--- src/rtl/arb_mux_n.sv ---
// N-way registered mux with valid/ready on every channel and on the output.
// MODE=0 picks the channel named by sel; MODE=1 round-robins over in_valid.
// A single output register isolates the select path from the consumer.

// Per-channel accept: this channel is taken when it holds the grant and
// the output register can load. Held low while reset is asserted.
module arb_mux_n_lane #(
   parameter int SELW = 3,
   parameter int IDX  = 0
) (
   input  logic            rst_n,
   input  logic            load,
   input  logic            grant_valid,
   input  logic [SELW-1:0] grant,
   output logic            ready
);
   assign ready = rst_n & load & grant_valid & (grant == SELW'(IDX));
endmodule

module arb_mux_n #(
   parameter int WIDTH = 32,
   parameter int N     = 8,
   parameter int SELW  = $clog2(N),
   parameter int MODE  = 0
) (
   input  logic               clk,
   input  logic               rst_n,
   input  logic [N-1:0]       in_valid,
   output logic [N-1:0]       in_ready,
   input  logic [N*WIDTH-1:0] in_data,
   input  logic [SELW-1:0]    sel,
   output logic               out_valid,
   input  logic               out_ready,
   output logic [WIDTH-1:0]   out_data,
   output logic [SELW-1:0]    out_src
);

   logic [N-1:0][WIDTH-1:0] ch;
   logic [SELW-1:0]         rr_ptr;
   logic [SELW-1:0]         grant;
   logic                    grant_valid;
   logic                    load;

   // Register is free when empty or being drained at this edge.
   assign load = ~out_valid | out_ready;

   genvar g;
   generate
      for (g = 0; g < N; g++) begin : g_lane
         assign ch[g] = in_data[g*WIDTH +: WIDTH];
         arb_mux_n_lane #(.SELW(SELW), .IDX(g)) u_lane (
            .rst_n       (rst_n),
            .load        (load),
            .grant_valid (grant_valid),
            .grant       (grant),
            .ready       (in_ready[g])
         );
      end
   endgenerate

   // Grant selection: explicit select (out-of-range sel matches no lane),
   // or first valid channel searching upward from rr_ptr+1, wrapping at N.
   always_comb begin
      grant_valid = 1'b0;
      grant       = '0;
      if (MODE == 0) begin
         for (int i = 0; i < N; i++) begin
            if (sel == SELW'(i) && in_valid[i]) begin
               grant_valid = 1'b1;
               grant       = SELW'(i);
            end
         end
      end else begin
         for (int k = 1; k <= N; k++) begin
            logic [SELW:0]   sum;
            logic [SELW-1:0] idx;
            sum = {1'b0, rr_ptr} + (SELW+1)'(k);
            if (sum >= (SELW+1)'(N))
               sum = sum - (SELW+1)'(N);
            idx = sum[SELW-1:0];
            if (!grant_valid && in_valid[idx]) begin
               grant_valid = 1'b1;
               grant       = idx;
            end
         end
      end
   end

   // Output register: load on a grant, empty on a drain with nothing to load,
   // otherwise hold. rr_ptr only moves on an actual transfer.
   always_ff @(posedge clk or negedge rst_n) begin
      if (!rst_n) begin
         out_valid <= 1'b0;
         out_data  <= '0;
         out_src   <= '0;
         rr_ptr    <= SELW'(N-1);
      end else if (load) begin
         if (grant_valid) begin
            out_valid <= 1'b1;
            out_data  <= ch[grant];
            out_src   <= grant;
            rr_ptr    <= grant;
         end else begin
            out_valid <= 1'b0;
         end
      end
   end

endmodule

--- config.mk ---
export PLATFORM = sky130hd
export DESIGN_NAME = arb_mux_n
export DESIGN_NICKNAME = d
export VERILOG_FILES = /design/src/rtl/arb_mux_n.sv
export SDC_FILE = /design/constraint.sdc
export NUM_CORES = 1
export LEC_CHECK = 0
export BUFFER_PORTS_ARGS = -buffer_cell sky130_fd_sc_hd__buf_2
export CAP_MARGIN = 25
export CORE_AREA = 2 2 121 123
export CTS_BUF_LIST = sky130_fd_sc_hd__clkbuf_4
export DETAILED_ROUTE_END_ITERATION = 6
export DIE_AREA = 0 0 123 125
export PLACE_DENSITY = 0.57
export SETUP_SLACK_MARGIN = 0.2
export SLEW_MARGIN = 15
export SYNTH_ARGS = -nofsm -noshare
export SYNTH_HDL_FRONTEND = slang
export SYNTH_HIERARCHICAL = 1
export SYNTH_SLANG_ARGS = --single-unit
--- constraint.sdc ---
create_clock -name clk -period 3.8 [get_ports clk]
set_input_delay 0.57 -clock clk [delete_from_list [all_inputs] [get_ports clk]]
set_output_delay 0.57 -clock clk [all_outputs]
set_load 0.01 [all_outputs]
==> run_results.csv, run 1 <==
group,metric,value,unit
worst_setup_path,crit_path_top_delay_cell,"or3b_4",
cts,cts_buffers,5,
cts,clock_sinks,36,
outcome,status,"finished, final reports clean",
synth,synth_cell_types,30,
floorplan,die_area,0.0154,mm^2
place,gp_congestion,0.824,
cts,cts_tree,"yes",
timing,finalClockSkew,8.64,ps
worst_setup_path,arrival,2280,ps
cts,clockRootBuffer,"clkbuf_4",
cts,cts_buffer_depth,2,
power,switching_power,0.545,mW
power,power,1.47,mW
worst_setup_path,worstSetupStartpoint,"sel[0]",
synth,synth_seq_area_share,26.2,%
worst_setup_path,start_kind,"input port",
hold_path,min_path_type,"in -> async",
timing,setup_violations,0,
finish,nets,913,
synth,synthArstFlopShare,100,%
worst_setup_path,required,3230,ps
global_route,grt_max_degree,59,
synth,synth_common_cells,"mux2i_1 (132), o22ai_1 (64), dfrtp_1 (36)",
synth,synth_top_family_by_area,"multiplexers",
cts,clk_latency,350,ps
place,place_hpwl,10.9,mm
floorplan,start_util,24.2,%
synth,synth_warnings,6,
power,intPower,0.928,mW
timing,fmax,350,MHz
power,power.share.combinational,49.8,%
power,powerDensity,282,mW/mm^2
place,portBuffers,313,
finish,drive_above_1_share,52.9,%
timing,period_needed,2850,ps
global_route,globalRouteTotalUtil,17.0,%
power,seqPwrFrac,36.7,%
drt,drtIter0Drc,153,
timing,tightest_slew,870,ps
synth,mappedNetlistArea,0.00343,mm^2
synth,yosys_register_bits,36,
drt,drcViolationCount,0,
finish,areaGrowthSynthToFinish,51.9,%
drt,drtPass1Iterations,4,
drt,ant_nets,0,
drt,wl,13.4,mm
worst_setup_path,timing.rr.start,"out_valid",
synth,synth_compound_area_share,20.9,%
floorplan,core_region_area,0.0142,mm^2
worst_setup_path,endpoint_kind,"primary output",
worst_setup_path,cp_common_cell,"buf_2",
synth,ys.flop_type,"dfrtp_1",
timing,timing.final.crit_share,75.1,%
worst_setup_path,cpPeakStageDelay,490,ps
floorplan,die_h,125,um
synth,synth_mux_area_share,39.9,%
power,switching_share,37.0,%
cts,clkTransAtPathRegs,110,ps
finish,fin_util,36.7,%
timing,rsz0062_at_grt,"false",
synth,synth.largest_area_cell,"mux2i_1",
synth,synth_top_area_share,38.5,%
power,leakagePower,2.74,nW
timing,drv_slew,0,
synth,syn_avg_cell_area,10.1,um^2
synth,postSynthCellCount,340,
drt,post_drt_wl_per_cell,16.2,um
global_route,antenna_found_initial,2,
global_route,globalRouteOverflowTotal,0,
synth,yosys.area_share.simple,7.18,%
drt,vias_per_cell,4.92,
worst_setup_path,path_cells,"buf_2 > mux2_4 > o2bb2ai_2 > or3b_4 > nor4b_1 > and3_1 > buf_2",
global_route,grt_pass1_vias,4206,
cts,post_cts_buffers,0,
power,clkPwrFrac,13.5,%
timing,setup_tns,0,ps
synth,synth_most_common_cell,"mux2i_1",
job,max_cap_violations,0,
synth,synthAdderAreaFrac,0,%
timing,max_slew_margin,42.0,%
timing,final-hold-violation-count,0,
drt,num_vias,4074,
synth,synth-xor-area-share,0,%
synth,synthesis.nets,610,
synth,synthTopCellsByArea,"mux2i_1 (38%), dfrtp_1 (26%), o22ai_1 (12%)",
cts,cts.htree.levels,2,
floorplan,fp-row-count,44,
worst_setup_path,critPathKind,"in -> out",
cts,postCtsHoldBufs,0,
floorplan,die_w,123,um
cts,cts_resized,0,
synth,synth-edff-count,0,
floorplan,ios,314,
worst_setup_path,cp_max_fo,10,
power,peakVddDrop,101,uV
global_route,grt_pass1_wl,20.6,mm
cell type report:
type	instances	area (um^2)
Clock inverter	2	7.51
Clock buffer	5	37.5
Tap cell	184	230
Timing Repair Buffer	327	1700
Fill cell	1494	8990
Antenna cell	1	2.50
Sequential cell	36	901
Multi-Input combinational cell	273	2340
per-stage QoR:
step | cell area [um^2] | std cells | setup WS, ps | hold WS (ps)
5_1_grt | 5220 | 828 | 889 | 89.9
4_1_cts | 5210 | 827 | 955 | 84.9
6_report | 5220 | 828 | 946 | 111
2_1_floorplan | 3430 | 340 | 1240 | 274
3_3_place_gp | 5170 | 820 | 973 | 465
3_5_place_dp | 5170 | 820 | 955 | 472
layout by cell type (no fill, tap or decap), drive strengths merged:
| master | instances |
|---|---|
| a211o | 32 |
| a22o | 1 |
| and2 | 2 |
| and3 | 3 |
| buf | 327 |
| clkbuf | 5 |
| clkinv | 2 |
| dfrtp | 36 |
| diode | 1 |
| mux2 | 4 |
| mux2i | 132 |
| nand2 | 11 |
| nand2b | 5 |
| nand3 | 1 |
| nand4 | 2 |
| nand4b | 2 |
| nor2 | 4 |
| nor2b | 1 |
| nor3 | 1 |
| nor3b | 1 |
| nor4 | 1 |
| nor4b | 1 |
| nor4bb | 2 |
| o22ai | 65 |
| o2bb2ai | 1 |
| or3b | 1 |
metal layers:
metal	up-vias	wire [um]	GRT usage [%]	part of all wire, %
met5	-	13	0	0.097
met4	2	209	4.34	1.6
met3	17	1050	3.51	7.9
met2	189	6840	30.8	51
met1	1895	5290	20.0	39
li1	1971	-	-	-
registers in the layout, indices dropped and copies added (netlist names):
signal     cells
out_src        3
out_valid      1
out_data      32
critical path, delay by kind of cell:
family                 cells  cell delay, ps
AO/OA/AOI/OAI              1             210
multiplexers               1             320
buffers and inverters      2             310
AND/OR/NAND/NOR            3             880
path summary, 6_finish.rpt:
check                      cells past startpoint            to  slack [ps]
hold / removal                                 1  out_data[26]         110
max in group asynchronous                      2   out_data[0]        2970
setup / recovery                               7   in_ready[0]         950
min in group clk                               1  out_data[20]         490
hold reg to reg                                1  out_data[20]         490
setup reg to reg                               5   out_data[0]        1300
power by group through the flow:
stage	clock network, mW	logic, mW	registers (mW)
2_1_floorplan	0	0.352	0.599
3_3_place_gp	0	0.732	0.548
3_5_place_dp	0	0.742	0.549
4_1_cts	0.218	0.744	0.542
5_1_grt	0.235	0.800	0.555
6_report	0.199	0.734	0.541
kinds of logic (layout without fill, tap and decap cells):
| group | after synthesis | count (layout) |
|---|---|---|
| AO/OA/AOI/OAI | 99 | 99 |
| buffers and inverters | 31 | 334 |
| flip-flops | 36 | 36 |
| multiplexers | 136 | 136 |
| other | 0 | 1 |
| AND/OR/NAND/NOR | 38 | 38 |
No activity file was read; power rests on OpenSTA's default activity.
==> run 2, diff against run 1 <==
--- a/config.mk
+++ b/config.mk
@@ -7,11 +7,11 @@
 export LEC_CHECK = 0
 export BUFFER_PORTS_ARGS = -buffer_cell sky130_fd_sc_hd__buf_2
 export CAP_MARGIN = 25
-export CORE_AREA = 2 2 121 123
+export CORE_AREA = 2 2 122 124
 export CTS_BUF_LIST = sky130_fd_sc_hd__clkbuf_4
 export DETAILED_ROUTE_END_ITERATION = 6
-export DIE_AREA = 0 0 123 125
-export PLACE_DENSITY = 0.57
+export DIE_AREA = 0 0 124 126
+export PLACE_DENSITY = 0.56
 export SETUP_SLACK_MARGIN = 0.2
 export SLEW_MARGIN = 15
 export SYNTH_ARGS = -nofsm -noshare
==> constraint.sdc (replaced) <==
create_clock -name clk -period 2.8 [get_ports clk]
set_input_delay 0.42 -clock clk [delete_from_list [all_inputs] [get_ports clk]]
set_output_delay 0.42 -clock clk [all_outputs]
set_load 0.01 [all_outputs]
==> run 2 against run 1 <==
Sequential share of layout area is essentially flat; clock-buffer cell count is the same; sequential power grew 37%; highest routed layer is now met4; total power grew 35%; largest cell class unchanged.
==> run_results.csv, run 2 (synthesis results as in run 1) <==
group,metric,value,unit
cts,clockRootBuffer,"clkbuf_4",
outcome,status,"finished, final reports clean",
cts,cts_tree,"yes",
cts,cts_buffers,5,
cts,postCtsHoldBufs,0,
cts,clock_sinks,36,
floorplan,die_h,126,um
finish,areaGrowthSynthToFinish,51.9,%
cts,cts_buffer_depth,2,
floorplan,fp-row-count,44,
job,max_cap_violations,0,
place,placed_area,0.00517,mm^2
finish,ff_latch_area,901,um^2
worst_setup_path,cp_max_fo,9,
global_route,grt.busiest_layer,"met2",
power,powerDensity,382,mW/mm^2
global_route,grt_pass1_vias,4132,
worst_setup_path,endpoint_kind,"primary output",
drt,ant_nets,0,
drt,num_vias,4028,
finish,drive_above_1_share,53.0,%
timing,drv_slew,0,
global_route,globalRouteTotalUtil,16.5,%
cts,post_cts_buffers,0,
timing,period_needed,2500,ps
global_route,grt_use_met2,30.9,%
place,dp_cells,819,
timing,final-hold-violation-count,0,
drt,drtIter0Drc,204,
finish,fin_area,0.00521,mm^2
global_route,gr-usage-met3,2.94,%
finish,multi_input_area,0.00234,mm^2
floorplan,start_util,24.0,%
timing,max_slew_margin,57.7,%
timing,tightest_slew,634,ps
hold_path,min_path_type,"in -> async",
finish,final_cells,825,
timing,setup_violations,0,
finish,layout_commonest_cell,"buf_2",
floorplan,core_region_area,0.0143,mm^2
floorplan,die_w,124,um
floorplan,ios,314,
timing,setup_tns,0,ps
place,place_hpwl,11.2,mm
cts,clkTransAtPathRegs,110,ps
drt,wl,13.6,mm
finish,reg_top3,"out_data (32), out_src (3), out_valid (1)",
place,gp_congestion,0.918,
worst_setup_path,reg2reg_depth,5,
global_route,grt_max_degree,61,
finish,largest_reg_flops,32,
global_route,globalRouteOverflowTotal,0,
worst_setup_path,critPathKind,"in -> out",
cts,cts.htree.levels,2,
finish,regMostFlops,"out_data",
finish,nets,912,
cts,cts_resized,0,
global_route,grt_pass1_wl,20.3,mm
timing,timing.final.crit_share,89.4,%
cts,clk_latency,330,ps
place,portBuffers,313,
floorplan,die_area,0.0156,mm^2
power,power,1.99,mW
power,leakagePower,2.73,nW
drt,post_drt_wl_per_cell,16.5,um
drt,drcViolationCount,0,
worst_setup_path,required,2380,ps
drt,drtPass1Iterations,4,
power,peakVddDrop,134,uV
drt,vias_per_cell,4.88,
global_route,antenna_found_initial,1,
timing,rsz0062_at_grt,"false",
timing,finalClockSkew,9.48,ps
finish,n_fill_cell,1470,
finish,final_cell_mix,"buf_2 (313), mux2i_1 (132), o22ai_1 (64), dfrtp_1 (36), a211o_1 (32)",
global_route,met1_usage,19.2,%
worst_setup_path,start_kind,"input port",
worst_setup_path,arrival,2080,ps
timing,fmax,400,MHz
## run 2: cell count changes in the layout (fill, tap and decap cells not counted), sizes merged
| cell | previous run | this run |
|---|---|---|
| buf | 327 | 326 |
| clkinv | 2 | 0 |
## run 2: final timing paths
| path | endpoint | slack, ps | from |
|---|---|---|---|
| max reg2reg | out_data[15] | 970 | out_valid |
| min | out_data[10] | 90 | rst_n |
| max in group asynchronous | out_data[3] | 2010 | rst_n |
| max | in_ready[0] | 300 | sel[0] |
| min reg2reg | out_data[2] | 490 | out_data[2] |
| min in group clk | out_data[1] | 480 | in_data[225] |
## run 2: critical path, stage by stage
cell	delay, ps
buf_2	160
mux2_4	320
and2_1	180
nand2b_1	280
nor4b_1	370
and3_1	220
buf_2	130
## run 2: power breakdown
group | leakage (nW) | switching [mW] | internal (mW)
logic | 2.27 | 0.487 | 0.511
clock network | 0.0230 | 0.168 | 0.0842
registers | 0.438 | 0.0797 | 0.661
## run 2: layout make-up
type | instances | share of cell area, %
antenna | 1 | 0.0480
clock buffer | 5 | 0.720
multi-input combinational | 273 | 44.9
sequential | 36 | 17.3
tap | 184 | 4.42
timing repair buffer | 326 | 32.6
## run 2: metal layers
| layer | wire length (um) | part of all wire, % |
|---|---|---|
| met5 | 0 | 0 |
| met1 | 5510 | 41 |
| met2 | 6980 | 51 |
| met3 | 925 | 6.8 |
| met4 | 166 | 1.2 |
## run 2: per-stage QoR
stage          utilization (%)  hold WS (ps)  setup WS [ps]
6_report                  36.4          88.8            298
4_1_cts                   36.4          87.3            319
3_5_place_dp              36.1           471            337
3_3_place_gp              36.1           467            394
2_1_floorplan                -           124            539
5_1_grt                   36.4           100            208
